File: src/rtl/alu_issue_stage.sv
// alu_issue_stage: RV32I decode into ALU operands/op code behind a one-entry valid/ready output register.
// Ports: clk, rst_n (sync, active-low); in_valid/in_ready + instr, pc, rs1_data, rs2_data upstream;
// flush drops the held entry; out_valid/out_ready downstream with alu_in1, alu_in2, alu_ctrl,
// rd_addr, rd_we, br_en, br_funct3, illegal; issue_count counts completed output transfers.
module alu_issue_stage #(
  parameter int XLEN = 32
) (
  input  logic            clk,
  input  logic            rst_n,
  input  logic            in_valid,
  output logic            in_ready,
  input  logic [XLEN-1:0] instr,
  input  logic [XLEN-1:0] pc,
  input  logic [XLEN-1:0] rs1_data,
  input  logic [XLEN-1:0] rs2_data,
  input  logic            flush,
  output logic            out_valid,
  input  logic            out_ready,
  output logic [XLEN-1:0] alu_in1,
  output logic [XLEN-1:0] alu_in2,
  output logic [3:0]      alu_ctrl,
  output logic [4:0]      rd_addr,
  output logic            rd_we,
  output logic            br_en,
  output logic [2:0]      br_funct3,
  output logic            illegal,
  output logic [XLEN-1:0] issue_count
);
  localparam logic [3:0] ADD = 4'd0, SUB = 4'd1, SLL = 4'd2, SLT = 4'd3, SLTU = 4'd4,
                         XOR = 4'd5, SRL = 4'd6, SRA = 4'd7, OR = 4'd8, AND = 4'd9;
  localparam logic [6:0] F7_ALT = 7'b0100000;
  logic [6:0]      w_op, w_f7;
  logic [2:0]      w_f3;
  logic [4:0]      w_rd;
  logic [3:0]      w_map, w_ctrl;
  logic [XLEN-1:0] w_immi, w_imms, w_immu, w_in1, w_in2;
  logic            w_we, w_br, w_ill, w_accept;
  logic [XLEN-1:0] r_in1, r_in2, r_cnt;
  logic [3:0]      r_ctrl;
  logic [4:0]      r_rd;
  logic [2:0]      r_bf3;
  logic            r_valid, r_we, r_br, r_ill;
  assign w_op   = instr[6:0];
  assign w_rd   = instr[11:7];
  assign w_f3   = instr[14:12];
  assign w_f7   = instr[31:25];
  assign w_immi = {{20{instr[31]}}, instr[31:20]};
  assign w_imms = {{20{instr[31]}}, instr[31:25], instr[11:7]};
  assign w_immu = {instr[31:12], 12'b0};
  // funct3 -> op for the funct7=0000000 / OP-IMM family
  assign w_map = w_f3 == 3'd0 ? ADD : w_f3 == 3'd1 ? SLL : w_f3 == 3'd2 ? SLT :
                 w_f3 == 3'd3 ? SLTU : w_f3 == 3'd4 ? XOR : w_f3 == 3'd5 ? SRL :
                 w_f3 == 3'd6 ? OR : AND;
  always_comb begin
    w_in1  = '0;
    w_in2  = '0;
    w_ctrl = ADD;
    w_we   = 1'b0;
    w_br   = 1'b0;
    w_ill  = 1'b0;
    case (w_op)
      7'b0110011: begin
        w_in1  = rs1_data;
        w_in2  = rs2_data;
        w_we   = 1'b1;
        w_ill  = !(w_f7 == 7'd0 || (w_f7 == F7_ALT && (w_f3 == 3'd0 || w_f3 == 3'd5)));
        w_ctrl = w_f7[5] ? (w_f3 == 3'd0 ? SUB : SRA) : w_map;
      end
      7'b0010011: begin
        w_in1  = rs1_data;
        w_in2  = w_immi;
        w_we   = 1'b1;
        w_ill  = (w_f3 == 3'd1 && w_f7 != 7'd0) || (w_f3 == 3'd5 && w_f7 != 7'd0 && w_f7 != F7_ALT);
        w_ctrl = (w_f3 == 3'd5 && instr[30]) ? SRA : w_map;
      end
      7'b0110111: begin
        w_in2 = w_immu;
        w_we  = 1'b1;
      end
      7'b0010111: begin
        w_in1 = pc;
        w_in2 = w_immu;
        w_we  = 1'b1;
      end
      7'b0000011: begin
        w_in1 = rs1_data;
        w_in2 = w_immi;
        w_we  = 1'b1;
      end
      7'b0100011: begin
        w_in1 = rs1_data;
        w_in2 = w_imms;
      end
      7'b1100011: begin
        w_in1  = rs1_data;
        w_in2  = rs2_data;
        w_ctrl = SUB;
        w_br   = 1'b1;
        w_ill  = w_f3 == 3'd2 || w_f3 == 3'd3;
      end
      7'b1101111, 7'b1100111: begin
        w_in1 = pc;
        w_in2 = 32'd4;
        w_we  = 1'b1;
      end
      default: w_ill = 1'b1;
    endcase
    // illegal entries still issue, but carry no operands, no writeback and no branch
    if (w_ill) begin
      w_in1  = '0;
      w_in2  = '0;
      w_ctrl = ADD;
      w_we   = 1'b0;
      w_br   = 1'b0;
    end
    w_we = w_we && w_rd != 5'd0;
  end
  assign in_ready = rst_n && (!r_valid || out_ready);
  assign w_accept = in_valid && in_ready;
  always_ff @(posedge clk) begin
    if (!rst_n) begin
      r_valid <= 1'b0;
      r_cnt   <= '0;
      r_in1   <= '0;
      r_in2   <= '0;
      r_ctrl  <= '0;
      r_rd    <= '0;
      r_we    <= 1'b0;
      r_br    <= 1'b0;
      r_bf3   <= '0;
      r_ill   <= 1'b0;
    end else begin
      if (r_valid && out_ready && !flush) r_cnt <= r_cnt + 32'd1;
      if (flush) r_valid <= 1'b0;
      else if (w_accept) begin
        r_valid <= 1'b1;
        r_in1   <= w_in1;
        r_in2   <= w_in2;
        r_ctrl  <= w_ctrl;
        r_rd    <= w_rd;
        r_we    <= w_we;
        r_br    <= w_br;
        r_bf3   <= w_br ? w_f3 : 3'd0;
        r_ill   <= w_ill;
      end else if (out_ready) r_valid <= 1'b0;
    end
  end
  assign out_valid   = r_valid;
  assign alu_in1     = r_in1;
  assign alu_in2     = r_in2;
  assign alu_ctrl    = r_ctrl;
  assign rd_addr     = r_rd;
  assign rd_we       = r_we;
  assign br_en       = r_br;
  assign br_funct3   = r_bf3;
  assign illegal     = r_ill;
  assign issue_count = r_cnt;
endmodule

File: config.mk
export PLATFORM = sky130hd
export DESIGN_NAME = alu_issue_stage
export DESIGN_NICKNAME = d
export VERILOG_FILES = /design/src/rtl/alu_issue_stage.sv
export SDC_FILE = /design/constraint.sdc
export NUM_CORES = 1
export LEC_CHECK = 0
export ABC_AREA = 1
export BUFFER_PORTS_ARGS = -buffer_cell sky130_fd_sc_hd__buf_4
export CORE_ASPECT_RATIO = 1.4
export CORE_MARGIN = 2
export CORE_UTILIZATION = 30
export CTS_BUF_LIST = sky130_fd_sc_hd__clkbuf_4 sky130_fd_sc_hd__clkbuf_8
export DETAILED_ROUTE_END_ITERATION = 10
export GPL_ROUTABILITY_DRIVEN = 0
export PLACE_DENSITY = 0.59
export SLEW_MARGIN = 20
export SYNTH_ARGS = -nofsm -noshare
export SYNTH_HDL_FRONTEND = slang
export SYNTH_SLANG_ARGS = --single-unit
File: constraint.sdc
create_clock -name clk -period 1.46 [get_ports clk]
set_input_delay 0.219 -clock clk [delete_from_list [all_inputs] [get_ports clk]]
set_output_delay 0.219 -clock clk [all_outputs]
set_load 0.02 [all_outputs]
==> impl_metrics.py, run 1 <==
metrics = {
    "final_layout": {
        "num-fill-cells": 1985,
        "syn2layout_area_growth_pct": 68.6,
        "drive_gt1_share_pct": 40.8,
        "layout_common_cells": "360 x buf_4, 313 x nand2_1, 93 x dfxtp_1",
        "utilization_pct": 51.4,
        "final_common_cell": "buf_4",
        "diodes": 0,
        "fin_nets": 1429,
        "post-route-cell-area_um2": 10200,
    },
    "clock_tree": {
        "insertion_delay_ns": 0.39,
        "clk_pin_slew_worst_paths_ns": 0.11,
        "htreeDepth": 3,
        "clockRootBuffer": "clkbuf_8",
        "clk_path_buf_depth": 2,
        "cts.sinks": 112,
        "tritoncts": "built",
        "cts_buffers": 9,
    },
    "timing": {
        "setup_tns_ns": -0.795,
        "period_share_pct": 107,
        "max_freq_ghz": 0.641,
        "rsz0062_at_grt": "true",
        "timing.final.hold_violations": 0,
        "setup_ws_ns": -0.0995,
        "tightest_slew_ns": 0.490,
        "slew_viol_final": 0,
        "skew_ns": 0.0120,
        "worst_hold_slack_ns": 0.0844,
        "finalSetupViolations": 33,
        "max_slew_margin_pct": 67.4,
        "period_minus_slack_ns": 1.56,
    },
    "yosys": {
        "yosysTopAreaCell": "dfxtp_1",
        "synthMuxAreaShare_pct": 0,
        "yosys.area_share.adder_pct": 0.208,
        "synth.avg_cell_area_um2": 6.43,
        "yosysSeqAreaShare_pct": 37.2,
        "synth_cells": 937,
        "synth_edf_count": 0,
        "synthSimpleGateAreaFrac_pct": 41.5,
        "synth_top_area_share_pct": 37.2,
        "netlist_area_um2": 6030,
        "synth_xor_area_share_pct": 1.31,
        "synth-compound-area-share_pct": 10.9,
        "synth_top_family_by_area": "simple AND/OR/NAND/NOR gates",
        "synth_ff_type": "dfxtp_1",
        "syn-num-nets": 1071,
        "synth_cell_types": 33,
        "yosys_warnings": 0,
        "synth-seq-cells": 112,
        "yosys-top-cells-area": "dfxtp_1 37%, nand2_1 21%, nand4_1 8.5%, a21oi_1 7.6%, nand3_1 4.9%",
        "async_reset_ff_share_pct": 0,
    },
    "pwr": {
        "powerDensity_nw_per_um2": 596,
        "leakage_nw": 4.65,
        "peakVddDrop_uv": 562,
    },
    "floorplan": {
        "die_y_um": 172,
        "dieArea_um2": 21300,
        "num_rows": 61,
        "io_pins": 246,
        "core_area_um2": 19800,
        "start_util_pct": 30.5,
        "fp.dieW_um": 124,
    },
    "place": {
        "dpl_worst_slack_ns": -0.307,
        "place_area_um2": 8980,
        "hpwl_um": 17500,
        "port_buffers": 245,
    },
    "routing": {
        "ant_nets": 0,
        "via_per_inst": 4.96,
        "vias": 7702,
        "drt-total-wl_um": 25600,
        "drtIter0Drc": 405,
        "wl_per_cell_um": 16.5,
        "drt_first_pass_iters": 5,
        "drc_errors": 0,
    },
    "worst_setup_path": {
        "critPathArrivalTime_ns": 1.83,
        "crit_path_start_kind": "flip-flop",
        "cp-end-kind": "flip-flop",
        "worst-path-max-fanout": 5,
        "worstPathRequired_ns": 1.73,
        "critPathKind": "reg -> reg",
    },
    "flow_run": {
        "maxCapViolCount": 0,
    },
    "global_route": {
        "antenna_found_initial": 0,
        "grt_max_degree": 96,
        "grt_pass1_vias": 7082,
        "grt_pass1_wl_um": 36000,
        "grt_remaining_overflow": 0,
        "grt.total_usage_pct": 21.8,
    },
    "run_status": {
        "violations": "negative setup slack",
        "status": "finished, violations left",
    },
    "worst_hold_path": {
        "hold_class": "in -> reg",
    },
}
## registers in the layout, summed over array words and instances (netlist names)
name and cells:
alu_in1 32, alu_in2 32, issue_count 32, alu_ctrl 4, rd_addr 5, br_funct3 3, br_en 1, illegal 1
rd_we 1, out_valid 1
## path summary, 6_finish.rpt
kind | startpoint | endpoint | slack, ns | cells past startpoint
worst max register to register | out_valid | issue_count[16] | -0.1 | 9
worst min-delay path | in_valid | out_valid | 0.08 | 2
worst min register to register | alu_in2[2] | alu_in2[2] | 0.47 | 2
worst max-delay path | out_valid | issue_count[16] | -0.1 | 9
## what timing repair did
| item | 4_1_cts | 5_1_grt |
|---|---|---|
| pin swaps | 17 | 64 |
| setup endpoints to repair | 32 | 92 |
| setup buffers | 8 | 14 |
| gates cloned | 1 | 17 |
| hold buffers | 0 | 0 |
| resized for setup | 47 | 90 |
## metal layers
| metal | vias up | part of all wire (%) | GRT usage (%) |
|---|---|---|---|
| li1 | 3825 | - | - |
| met3 | 42 | 5.1 | 4.21 |
| met2 | 253 | 52 | 39.2 |
| met1 | 3582 | 39 | 25.0 |
| met4 | 0 | 3.2 | 8.75 |
| met5 | - | 0 | 0 |
## cell type report
| type | count | area (um^2) | area share (%) |
|---|---|---|---|
| repair inverters | 2 | 32.5 | 0.320 |
| repair buffers | 405 | 3510 | 34.6 |
| flip-flops and latches | 112 | 2290 | 22.5 |
| multi-input cells | 709 | 3570 | 35.2 |
| well taps | 252 | 315 | 3.10 |
| clock inverters | 7 | 78.8 | 0.775 |
| inverters | 56 | 240 | 2.36 |
| clock buffers | 9 | 124 | 1.22 |
## logic make-up (layout without fill, tap and decap cells)
family	after synthesis	in the layout
AND/OR/NAND/NOR	572	572
XOR/XNOR	9	9
buffers and inverters	116	479
adder cells (fa/ha/maj)	1	1
flip-flops	112	112
AO/OA/AOI/OAI	127	127
## power by group
group | total [W] | internal (W) | switching, W
Combinational | 0.000943 | 0.000497 | 0.000447
Sequential | 0.00306 | 0.00305 | 0.00000944
Clock | 0.00205 | 0.000816 | 0.00124
## stage by stage
| stage | std cells | power [W] |
|---|---|---|
| after floorplan | 937 | 0.00340 |
| after global placement | 1497 | 0.00391 |
| after detailed placement | 1497 | 0.00391 |
| after CTS | 1522 | 0.00595 |
| after global routing | 1552 | 0.00628 |
| final | 1552 | 0.00606 |
## worst max-delay path: stages, from the launching register on
cell	delay (ns)
dfxtp_4	0.37
nand2_2	0.06
nor2_4	0.20
nand2_4	0.08
buf_6	0.12
nor2_4	0.11
nand4_1	0.12
buf_4	0.16
nor3_1	0.15
nor3_1	0.06
## Yosys cell counts, types with 3 or more instances
library cell  instances
inv_2                10
buf_4                 6
o21ai_0              23
nand4_1              82
nor2_1               70
buf_2                20
xor2_1                6
inv_1                46
nor2_2                7
buf_1                 4
nor3_1               14
xnor2_1               3
a21oi_1              92
nand3_1              59
buf_6                 7
o21ai_1               4
clkbuf_1             23
dfxtp_1             112
nand2_1             331
No activity file was read; power rests on OpenSTA's default activity.
==> inputs of run 2 (changes only) <==
clock period = 1.41 ns   (was 1.46 ns; I/O delays follow)
==> impl_metrics.py, run 2 (same netlist as run 1, synthesis figures left out) <==
metrics = {
    "place": {
        "hpwl_um": 17300,
        "port_buffers": 245,
    },
    "timing": {
        "slew_viol_final": 0,
        "skew_ns": 0.0199,
        "setup_tns_ns": -1.26,
        "period_minus_slack_ns": 1.55,
        "period_share_pct": 110,
        "timing.final.hold_violations": 0,
        "max_freq_ghz": 0.645,
        "tightest_slew_ns": 0.569,
        "setup_ws_ns": -0.141,
        "max_slew_margin_pct": 62.1,
        "rsz0062_at_grt": "true",
        "finalSetupViolations": 32,
    },
    "floorplan": {
        "dieArea_um2": 21300,
        "fp.dieW_um": 124,
        "die_y_um": 172,
        "io_pins": 246,
        "start_util_pct": 30.5,
        "num_rows": 61,
        "core_area_um2": 19800,
    },
    "worst_setup_path": {
        "crit_chain": "ha_4 -> nand2_2 -> inv_2 -> nand2_4 -> buf_6 -> nor2_4 -> nand4_1 -> nor2_2 -> buf_4 -> nor3_2",
        "slowest_delay_ns": 0.40,
        "critPathKind": "reg -> reg",
        "critPathArrivalTime_ns": 1.82,
        "cp-end-kind": "flip-flop",
        "crit_path_start_kind": "flip-flop",
        "worst-path-max-fanout": 3,
        "slowest_stage": "dfxtp_4",
        "worstPathRequired_ns": 1.68,
    },
    "routing": {
        "drc_errors": 0,
        "drt-total-wl_um": 24500,
        "via_per_inst": 4.92,
        "wl_per_cell_um": 15.9,
        "drtIter0Drc": 396,
        "drt_first_pass_iters": 4,
        "ant_nets": 0,
        "vias": 7579,
    },
    "clock_tree": {
        "clockRootBuffer": "clkbuf_8",
        "insertion_delay_ns": 0.40,
        "htreeDepth": 3,
        "cts_buffers": 9,
        "cts.sinks": 112,
        "tritoncts": "built",
        "clk_pin_slew_worst_paths_ns": 0.12,
        "clk_path_buf_depth": 2,
    },
    "final_layout": {
        "diodes": 0,
        "num-fill-cells": 2011,
        "layout_common_cells": "353 x buf_4, 316 x nand2_1, 91 x dfxtp_1",
        "final_common_cell": "buf_4",
        "drive_gt1_share_pct": 40.6,
        "fin_nets": 1417,
        "syn2layout_area_growth_pct": 66.3,
    },
    "global_route": {
        "grt_pass1_wl_um": 35400,
        "antenna_found_initial": 0,
        "grt_max_degree": 52,
        "grt_pass1_vias": 7064,
        "grt.total_usage_pct": 21.3,
        "grt_remaining_overflow": 0,
    },
    "run_status": {
        "violations": "negative setup slack",
        "status": "finished, violations left",
    },
    "pwr": {
        "peakVddDrop_uv": 368,
        "leakage_nw": 4.63,
        "powerDensity_nw_per_um2": 615,
        "power.total_w": 0.00617,
    },
    "worst_hold_path": {
        "hold_class": "in -> reg",
    },
    "flow_run": {
        "maxCapViolCount": 0,
    },
}
==> run 2: cell types whose count changed in the layout (fill, tap and decap cells not counted), sizes merged <==
| cell | before | now |
|---|---|---|
| buf | 395 | 390 |
| clkbuf | 19 | 14 |
| clkinv | 8 | 7 |
| inv | 56 | 55 |
==> run 2: worst max-delay path: cells and delay by family, from the launching register on <==
family / cells / cell delay, ns
and+or+nand+nor: 6 / 0.57
adders and majority gates: 1 / 0.14
buffers and inverters: 3 / 0.32
DFF: 1 / 0.40
==> run 2: per-stage QoR <==
| stage | setup slack [ns] | utilization [%] | cell area [um^2] | instances | hold slack, ns |
|---|---|---|---|---|---|
| after floorplan | -0.0403 | - | 6080 | 937 | 0.335 |
| after global placement | -0.261 | 45.4 | 8960 | 1494 | 0.452 |
| after detailed placement | -0.277 | 45.4 | 8960 | 1494 | 0.452 |
| after CTS | -0.0946 | 47.3 | 9360 | 1517 | 0.0239 |
| after global routing | -0.277 | 50.7 | 10000 | 1540 | 0.0361 |
| final | -0.141 | 50.7 | 10000 | 1540 | 0.0386 |
==> run 2: path summary, 6_finish.rpt <==
check            startpoint              end  slack (ns)  depth (start not counted)
max reg2reg  issue_count[0]  issue_count[14]       -0.14                         10
min                in_valid        out_valid        0.04                          2
max          issue_count[0]  issue_count[14]       -0.14                         10
min reg2reg     alu_in1[23]      alu_in1[23]        0.47                          2
==> run 2: area by class of cell <==
| class | instances | area (um^2) | share of cell area [%] |
|---|---|---|---|
| clock buffers | 9 | 124 | 1.24 |
| well taps | 252 | 315 | 3.15 |
| flip-flops and latches | 112 | 2290 | 22.8 |
| inverters | 56 | 231 | 2.31 |
| multi-input cells | 709 | 3640 | 36.3 |
| repair buffers | 395 | 3340 | 33.4 |
| clock inverters | 7 | 82.6 | 0.824 |
==> run 2: what timing repair did <==
item	in CTS	in global routing
gates resized for setup	41	104
hold buffers	0	0
gates cloned	0	7
buffers inserted	7	19
endpoints found under the setup margin	64	97
pin swaps	16	40
==> run 2: routing by layer <==
layer | part of all wire (%) | vias up | global-route usage, % | wire length [um]
met1 | 40 | 3523 | 24.3 | 9740
met5 | 0 | - | 0 | 0
li1 | - | 3802 | - | -
met3 | 5.5 | 42 | 3.91 | 1340
met4 | 2.8 | 0 | 8.60 | 687
met2 | 52 | 212 | 38.3 | 12700
==> run 2: report_power, final <==
group          switching (W)  leakage, nW  internal [W]
logic               0.000425         3.60      0.000458
clock network        0.00126        0.106      0.000846
registers          0.0000109        0.916       0.00316
total                0.00170         4.63       0.00446
==> inputs of run 3 (changes only) <==
--- a/config.mk
+++ b/config.mk
@@ -9,2 +9,4 @@
 export BUFFER_PORTS_ARGS = -buffer_cell sky130_fd_sc_hd__buf_4
+export CELL_PAD_IN_SITES_DETAIL_PLACEMENT = 0
+export CELL_PAD_IN_SITES_GLOBAL_PLACEMENT = 1
 export CORE_ASPECT_RATIO = 1.4
@@ -15,3 +17,4 @@
 export GPL_ROUTABILITY_DRIVEN = 0
-export PLACE_DENSITY = 0.59
+export PLACE_DENSITY = 0.81
+export SETUP_SLACK_MARGIN = 0.4
 export SLEW_MARGIN = 20
==> constraint.sdc (replaced) <==
create_clock -name clk -period 1.41 [get_ports clk]
set_input_delay 0.282 -clock clk [delete_from_list [all_inputs] [get_ports clk]]
set_output_delay 0.282 -clock clk [all_outputs]
set_load 0.02 [all_outputs]
==> impl_metrics.py, run 3 (same netlist as run 1, synthesis figures left out) <==
metrics = {
    "global_route": {
        "grt.total_usage_pct": 26.3,
        "grt_pass1_wl_um": 42700,
        "grt_remaining_overflow": 0,
        "antenna_found_initial": 0,
        "grt_pass1_vias": 8145,
        "grt_max_degree": 50,
    },
    "timing": {
        "skew_ns": 0.0168,
        "slew_viol_final": 0,
        "timing.final.hold_violations": 0,
        "max_slew_margin_pct": 64.4,
        "period_share_pct": 110,
        "period_minus_slack_ns": 1.56,
        "finalSetupViolations": 101,
        "tightest_slew_ns": 0.534,
        "max_freq_ghz": 0.643,
        "rsz0062_at_grt": "true",
        "worst_hold_slack_ns": 0.155,
        "setup_ws_ns": -0.146,
        "setup_tns_ns": -6.18,
    },
    "routing": {
        "drtIter0Drc": 505,
        "drt-total-wl_um": 29100,
        "drc_errors": 0,
        "top_layer": "met4",
        "wl_per_cell_um": 17.6,
        "vias": 8312,
        "wl_met2_um": 15300,
        "drt_first_pass_iters": 5,
        "ant_nets": 0,
        "wl_met1_um": 11000,
        "via_per_inst": 5.04,
        "wl_met3_um": 1260,
    },
    "worst_setup_path": {
        "crit_path_start_kind": "flip-flop",
        "cp-end-kind": "flip-flop",
        "reg2reg_depth": 9,
        "slowest_stage": "dfxtp_4",
        "crit_chain": "buf_6 -> nand3b_1 -> nor2_2 -> nand2_2 -> nor4_2 -> buf_4 -> nand2_2 -> o21ai_1 -> nor2_1",
        "critPathArrivalTime_ns": 1.86,
        "r2r_end": "issue_count[25]",
        "cp_top_family": "simple AND/OR/NAND/NOR gates",
        "cp-startpoint": "out_valid",
        "critPathKind": "reg -> reg",
        "worst-path-max-fanout": 3,
        "crit_buf_inv": 2,
        "reg2reg_slack_ns": -0.15,
        "worstPathRequired_ns": 1.72,
        "crit_top_cell": "nand2_2",
        "slowest_delay_ns": 0.37,
        "r2r_start": "out_valid",
    },
    "pwr": {
        "pwr-share-clk_pct": 35.3,
        "seqPwrFrac_pct": 46.7,
        "peakVddDrop_uv": 636,
        "powerDensity_nw_per_um2": 527,
        "leakage_nw": 5.68,
        "power.total_w": 0.00671,
        "p_sw_w": 0.00184,
        "swShare_pct": 27.5,
        "power.internal_w": 0.00487,
        "p_comb_share_pct": 18.0,
    },
    "place": {
        "hpwl_um": 18200,
        "dp.cells": 1489,
        "port_buffers": 245,
        "place_area_um2": 9280,
    },
    "final_layout": {
        "syn2layout_area_growth_pct": 111,
        "post-route-cell-area_um2": 12700,
        "diodes": 0,
        "layout.cells.non_filler": 1648,
        "fin_nets": 1525,
        "drive_gt1_share_pct": 61.5,
        "final_common_cell": "buf_4",
        "layout_common_cells": "278 x buf_4, 248 x nand2_1, 167 x buf_6",
    },
    "clock_tree": {
        "htreeDepth": 3,
        "tritoncts": "built",
        "clk_pin_slew_worst_paths_ns": 0.12,
        "cts_buffers": 9,
        "cts.sinks": 112,
        "insertion_delay_ns": 0.40,
        "clockRootBuffer": "clkbuf_8",
        "hold_buffers": 0,
        "clk_path_buf_depth": 2,
    },
    "floorplan": {
        "die_y_um": 172,
        "num_rows": 61,
        "fp.dieW_um": 124,
        "core_area_um2": 19800,
        "start_util_pct": 30.5,
        "io_pins": 246,
        "dieArea_um2": 21300,
    },
    "worst_hold_path": {
        "hold_depth": 2,
        "hp-start": "in_valid",
        "hold_class": "in -> reg",
        "min_to": "out_valid",
    },
    "flow_run": {
        "maxCapViolCount": 0,
    },
    "run_status": {
        "status": "finished, violations left",
        "violations": "negative setup slack",
    },
}
[run 3: how the worst max path moves through the flow]
stage / endpoint / slack [ns] / cells past startpoint
after detailed placement: alu_in2[26] / -0.36 / 11
after global placement: alu_in2[11] / -0.32 / 11
final: issue_count[25] / -0.15 / 9
after global routing: issue_count[19] / -0.22 / 9
after CTS: in_ready / -0.13 / 6
after floorplan: issue_count[25] / -0.05 / 7
[run 3: through the flow]
| stage | setup slack, ns | utilization [%] |
|---|---|---|
| 2_1_floorplan | -0.0514 | - |
| 3_3_place_gp | -0.322 | 46.9 |
| 3_5_place_dp | -0.362 | 46.9 |
| 4_1_cts | -0.129 | 60.9 |
| 5_1_grt | -0.225 | 64.4 |
| 6_report | -0.146 | 64.4 |
[run 3: cell type report]
type	count	area, um^2
multi-input cells	709	4220
flip-flops and latches	112	2450
well taps	252	315
repair inverters	1	16.3
inverters	56	249
repair buffers	502	5240
fillers	1675	7040
clock buffers	10	138
clock inverters	6	98.8
[run 3: layer usage]
layer / up-vias / GRT usage, %
met3: 87 / 4.01
met2: 280 / 47.1
met1: 3909 / 29.5
met5: - / 0
met4: 0 / 13.7
li1: 4036 / -
[run 3: power groups by stage]
stage          Sequential, W  Combinational (W)  Clock, W
6_report             0.00314            0.00121   0.00237
3_5_place_dp         0.00322           0.000828         0
4_1_cts              0.00314            0.00114   0.00240
3_3_place_gp         0.00322           0.000824         0
5_1_grt              0.00314            0.00128   0.00255
2_1_floorplan        0.00323           0.000290         0
[run 3: timing repair]
item,in CTS,in global routing
pin swaps,98,84
buffers inserted,92,28
cloned,22,1
setup endpoints to repair,223,224
resized for setup,402,111
